**src/rtl/data_receiver_fsm.sv**
```systemverilog
// Receive-side link controller: arms the serial receiver and watches for stalled packets.
// It qualifies each completed packet by CRC and 1-bit sequence number, and drives the ACK handshake.
module data_receiver_fsm #(
    parameter int unsigned RECV_TIMEOUT = 2048,
    parameter int unsigned ERR_CNT_W    = 8
) (
    input  logic                 clk,
    input  logic                 rst,
    input  logic                 game_active,
    input  logic                 pkt_start,
    input  logic                 recv_done,
    input  logic                 crc_ok,
    input  logic                 recv_seq,
    input  logic                 ack_done,
    output logic                 recv_en,
    output logic                 ack_start,
    output logic                 ack_seq,
    output logic                 data_valid,
    output logic                 recv_abort,
    output logic [ERR_CNT_W-1:0] err_cnt
);

    localparam int unsigned WD_W = (RECV_TIMEOUT > 2) ? $clog2(RECV_TIMEOUT) : 1;
    localparam logic [WD_W-1:0] WD_LAST = WD_W'(RECV_TIMEOUT - 1);
    localparam logic [ERR_CNT_W-1:0] ERR_MAX = '1;

    typedef enum logic [2:0] {
        IDLE   = 3'd0,
        LISTEN = 3'd1,
        RECV   = 3'd2,
        CHECK  = 3'd3,
        ACK    = 3'd4
    } state_t;

    state_t          state;
    logic [WD_W-1:0] watchdog;
    logic            expected_seq;
    logic            crc_lat;
    logic            seq_lat;

    function automatic logic [ERR_CNT_W-1:0] sat_inc(input logic [ERR_CNT_W-1:0] v);
        return (v == ERR_MAX) ? v : v + ERR_CNT_W'(1);
    endfunction

    // Single-process FSM; every output is a register updated alongside the state.
    always_ff @(posedge clk or posedge rst) begin
        if (rst) begin
            state        <= IDLE;
            watchdog     <= '0;
            expected_seq <= 1'b0;
            crc_lat      <= 1'b0;
            seq_lat      <= 1'b0;
            recv_en      <= 1'b0;
            ack_start    <= 1'b0;
            ack_seq      <= 1'b0;
            data_valid   <= 1'b0;
            recv_abort   <= 1'b0;
            err_cnt      <= '0;
        end else begin
            ack_start  <= 1'b0;
            data_valid <= 1'b0;
            recv_abort <= 1'b0;

            if (state != IDLE && !game_active) begin
                state        <= IDLE;
                recv_en      <= 1'b0;
                expected_seq <= 1'b0;
            end else begin
                case (state)
                    IDLE: begin
                        if (game_active) begin
                            state   <= LISTEN;
                            recv_en <= 1'b1;
                        end
                    end

                    LISTEN: begin
                        if (pkt_start) begin
                            state    <= RECV;
                            watchdog <= '0;
                        end
                    end

                    // recv_done outranks a watchdog expiry in the same cycle.
                    RECV: begin
                        watchdog <= watchdog + WD_W'(1);
                        if (recv_done) begin
                            state   <= CHECK;
                            recv_en <= 1'b0;
                            crc_lat <= crc_ok;
                            seq_lat <= recv_seq;
                        end else if (watchdog == WD_LAST) begin
                            state      <= LISTEN;
                            recv_abort <= 1'b1;
                            err_cnt    <= sat_inc(err_cnt);
                        end
                    end

                    // A duplicate (lost ACK) is re-ACKed but not delivered again.
                    CHECK: begin
                        if (!crc_lat) begin
                            state   <= LISTEN;
                            recv_en <= 1'b1;
                            err_cnt <= sat_inc(err_cnt);
                        end else begin
                            state     <= ACK;
                            ack_start <= 1'b1;
                            ack_seq   <= seq_lat;
                            if (seq_lat == expected_seq) begin
                                data_valid   <= 1'b1;
                                expected_seq <= ~expected_seq;
                            end
                        end
                    end

                    // ack_start is high only in the first ACK cycle, where ack_done is ignored.
                    ACK: begin
                        if (ack_done && !ack_start) begin
                            state   <= LISTEN;
                            recv_en <= 1'b1;
                        end
                    end

                    default: begin
                        state   <= IDLE;
                        recv_en <= 1'b0;
                    end
                endcase
            end
        end
    end

endmodule

```
**config.mk**
```make
export PLATFORM = sky130hd
export DESIGN_NAME = data_receiver_fsm
export DESIGN_NICKNAME = d
export VERILOG_FILES = /design/src/rtl/data_receiver_fsm.sv
export SDC_FILE = /design/constraint.sdc
export NUM_CORES = 1
export LEC_CHECK = 0
export CORE_ASPECT_RATIO = 1.75
export CORE_MARGIN = 4
export CORE_UTILIZATION = 48
export DETAILED_ROUTE_END_ITERATION = 16
export PLACE_DENSITY = 0.74
export SETUP_SLACK_MARGIN = 0.4
export SLEW_MARGIN = 5
export SYNTH_ARGS = -nofsm -noshare
export SYNTH_HDL_FRONTEND = slang
export SYNTH_SLANG_ARGS = --single-unit
```
**constraint.sdc**
```tcl
create_clock -name clk -period 1.9 [get_ports clk]
set_clock_uncertainty 0.05 [all_clocks]
set_input_delay 0.475 -clock clk [delete_from_list [all_inputs] [get_ports clk]]
set_output_delay 0.475 -clock clk [all_outputs]
set_load 0.03 [all_outputs]
```
* Word level (Yosys, flattened, before mapping)
Index checks and enable logic that the tools add are counted.
Operators by class: muxes and demuxes 36, equal/unequal tests 18, add/subtract/negate cells 2, bitwise gates (word level) 2, reductions and logical operators 18
Operators with widths (count):
- $mux W8 | 4
- $pmux W11 S2 | 1
- $mux W3 | 7
- $mux W1 | 20
- $pmux W8 S2 | 1
- $ne A3 B3 Y1 const B | 5
- $pmux W3 S5 | 1
- $reduce_and A3 Y1 | 4
- $add A11 B1 Y11 const B | 1
- $eq A11 B11 Y1 const B | 1
- $mux W11 | 1
- $ne A2 B2 Y1 const B | 5
- $reduce_and A5 Y1 | 2
- $reduce_bool A2 Y1 | 5
- $add A8 B1 Y8 const B | 1
- $eq A8 B8 Y1 const B | 1
- $eq A3 B2 Y1 const B | 2
- $pmux W1 S5 | 1
- $ne A4 B4 Y1 const B | 1
- $reduce_and A4 Y1 | 1
- $eq A3 B1 Y1 const B | 1
- $eq A3 B3 Y1 const B | 1
- $logic_not A3 Y1 | 1
- $reduce_bool A3 Y1 | 1
- other kinds (4) | 7
Word-level totals: word-level logic and storage cells 87, register bits 30

* Depth between registers and ports, before layout
depth in word-level cells 5, mapped depth 6

* Worst setup path before layout
OpenSTA, ideal clock, no wires.
path kind register -> register, from register watchdog[0], to register err_cnt[5], buffers on the path 0, period minus slack after synthesis 2.138 ns, slack -0.238 ns, arrival 1.954 ns, data required time 1.716 ns, cell stages (with the launch flop) 7, cells stage by stage dfrtp_1 > ha_1 > nand4_1 > or4_4 > a21oi_4 > or3b_1 > xnor2_1
Between the ends: cells in the longest elaborated chain, start to end 3
Ends and longest elaborated chain:
- from (decl) | RTL line 36 | logic [WD_W-1:0] watchdog;
- from (signal assigned) | RTL line 86 | watchdog <= watchdog + WD_W'(1);
- $eq A11 B11 Y1 | RTL line 92 | end else if (watchdog == WD_LAST) begin
- $ne A2 B2 Y1 (no source line)
- $reduce_and A5 Y1 (no source line)
- to (signal assigned) | RTL line 95 | err_cnt <= sat_inc(err_cnt);
- to (signal assigned) | RTL line 104 | err_cnt <= sat_inc(err_cnt);
- to (decl) | RTL line 20 | output logic [ERR_CNT_W-1:0] err_cnt
Every way passes these cells. A chain may end at the register's enable or synchronous reset.

* Final worst setup path
Ends and elaborated chain as after synthesis.

==> reports/qor.yml <==
routing:
  drt_first_pass_iters: 4
  wl_um: 5020
  route.vias.total: 1565
  antenna_left: 0
  drc: 0
  drtIter0Drc: 55
  via_per_inst: 5.80
  wl_per_cell_um: 18.6
placement:
  dp_hpwl_um: 2690
  place_congestion: 0.831
  dp.cells: 246
  dpl_cell_area_um2: 2010
  pre_cts_slack_ns: -0.558
  portBuffers: 20
setup_path:
  worstPathRequired_ns: 2.02
  r2r-end: "err_cnt[5]"
  cpMaxStageDelayCell: "or4_4"
  crit_type: "reg2reg"
  max_stage_delay_ns: 0.45
  path_cells: "ha_2 -> nand4_1 -> or4_4 -> a21oi_4 -> or3b_4 -> xnor2_2"
  crit_arrival_ns: 2.14
  reg2reg_from: "watchdog[0]"
  start_kind: "flop"
  r2r_cells: 6
  path_max_fanout: 3
  end_kind: "flop"
  rrSetupSlack_ns: -0.12
sta:
  final-max-slew-violation-count: 0
  holdWs_ns: 0.465
  relSlewSlack: 0.613
  fin_crit_ns: 2.02
  setup-violations-final: 3
  max_freq_mhz: 494
  max_slew.worst_pin.slew_ns: 0.577
  layout_setup_ws_ns: -0.123
  hold_viol_final: 0
  rsz0062_at_grt: "yes"
  finalCritPeriodShare: 1.06
logic_synthesis:
  ys_seq_area_frac: 0.483
  synth_compound_area_frac: 0.0959
  synth_cells: 161
  yosysUniqueCellTypes: 36
  yosys.area_share.simple: 0.261
  synthMuxAreaShare: 0.0290
  synth_area_um2: 1550
  synthTopCellsByArea: "dfrtp_1 (48%), nor2_1 (4.8%), xnor2_1 (4.5%)"
  yosysTopAreaCell: "dfrtp_1"
  synth.top_cell.area_share: 0.483
  synth_fa_ha_area_frac: 0.0161
  synth-seq-cells: 30
  yosys_warnings: 0
  synth_xor_area_frac: 0.0902
  synthesis.nets: 171
  avgSynthCellArea_um2: 9.64
  synth_top_family_by_area: "simple AND/OR/NAND/NOR gates"
  ys_async_sr_fraction: 1.00
  synth_edf_count: 0
  synth_ff_type: "dfrtp_1"
layout:
  syn_to_final_growth_pct: 60.8
  finalNonFillerCells: 270
  layout_commonest_cell: "dfrtp_1"
  antenna_cells: 0
  drive_gt1_frac: 0.498
  layout.nets: 238
  final_util: 0.795
  mostFrequentLayoutCells: "dfrtp_1 (28), buf_4 (25), buf_6 (17)"
  final_area_um2: 2500
global_routing:
  overflow: 0
  grt_pass1_wl_um: 6970
  grt_usage: 0.215
  grt_pass1_vias: 1531
  grt_max_degree: 31
  antenna_found_initial: 0
floorplanning:
  dieArea_um2: 4240
  start_util: 0.494
  rows: 27
  ios: 21
  die_y_um: 83.2
  fp.coreArea_um2: 3140
  die_w_um: 51.0
pwr:
  ir_worst_vdd_uv: 963
  power_leakage_nw: 1.19
  p_per_area_nw_per_um2: 1300
cts:
  cts_buffers: 5
  cts.sinks: 30
  tritoncts: "done"
  cts.clk_slew.worst_paths_ns: 0.06
  cts_root_buf: "clkbuf_8"
  clock_path_buffers: 2
  clkLatencyLatePin_ns: 0.29
  cts_max_level: 2
run_status:
  status: "finished with violations"
  failed_checks: "setup timing"
worst_hold_path:
  hold_path_class: "reg2reg"
  min_from: "recv_en"
  hold_end: "recv_en"
  hold_path_depth: 1
flow_run:
  maxCapViolations: 0
## metrics by stage
stage | setup TNS [ns] | total power, mW
floorplan | -0.119 | 1.62
global placement | -7.29 | 2.04
detailed placement | -8.22 | 2.08
CTS | -0.0872 | 2.84
global route | -0.659 | 3.40
finish | -0.178 | 3.24
## cells in the mapped netlist, types with 2 or more instances
library cell	instances
o21ai_0	6
inv_1	6
nor3_1	3
or3_1	2
o22ai_1	3
dfrtp_1	30
nand4_1	10
clkbuf_1	4
nand3_1	5
and3_1	3
nand2_1	18
ha_1	2
nor2b_1	6
o31ai_1	2
xnor2_1	8
mux2_2	4
xor2_1	8
a21oi_1	4
nor2_1	20
## worst max-delay path: cells and delay by family, from the launching register on
kind	cells	cell delay [ns]
AOI/OAI and AO/OA	1	0.17
xor gates and xnor gates	1	0.15
adders and majority gates	1	0.19
and+or+nand+nor	3	0.98
DFF	1	0.36
## power breakdown
part	internal, mW	switching, mW	total [mW]
combinational	0.909	0.879	1.79
clock	0.278	0.223	0.501
sequential	0.788	0.165	0.952
## registers in the layout (all words and copies together), names as in the netlist
signal	flops
recv_abort	1
err_cnt	8
seq_lat	1
crc_lat	1
recv_en	1
watchdog	11
ack_seq	1
ack_start	1
expected_seq	1
data_valid	1
state	3
## cells by family after synthesis
| family | count (synthesis) |
|---|---|
| compound gates | 22 |
| flops | 30 |
| mux | 4 |
| fa+ha+maj | 2 |
| buf+inv | 10 |
| xor+xnor | 16 |
| simple gates | 77 |
## timing repair
| item | in CTS | in global routing |
|---|---|---|
| hold buffers | 0 | 0 |
| gates resized for setup | 89 | 49 |
| setup endpoints to repair | 42 | 32 |
| pin swaps | 15 | 18 |
| setup buffers | 10 | 7 |
| hold endpoints to repair | 0 | 0 |
| gates cloned | 0 | 1 |
## layout make-up
type	count	area, µm²
Sequential cell	30	753
Clock buffer	6	82.6
Tap cell	43	53.8
Multi-Input combinational cell	121	1000
Inverter	6	25.0
Fill cell	175	644
Timing Repair Buffer	64	581
## metal layers
metal,wire length (µm),up-vias,part of all wire,global-route usage
li1,-,695,-,-
met1,1720,763,0.34,0.221
met2,2790,76,0.56,0.388
met3,253,31,0.050,0.0485
met4,259,0,0.052,0.105
met5,0,-,0,0
## worst max-delay path by stage
| stage | start | end | slack [ns] |
|---|---|---|---|
| after floorplan | watchdog[0] | err_cnt[5] | -0.12 |
| after global placement | recv_done | err_cnt[3] | -0.53 |
| after detailed placement | recv_done | err_cnt[3] | -0.56 |
| after CTS | watchdog[0] | err_cnt[5] | -0.06 |
| after global routing | watchdog[5] | err_cnt[5] | -0.18 |
| final | watchdog[0] | err_cnt[5] | -0.12 |
Note: power is estimated with default switching activity, not from simulation.
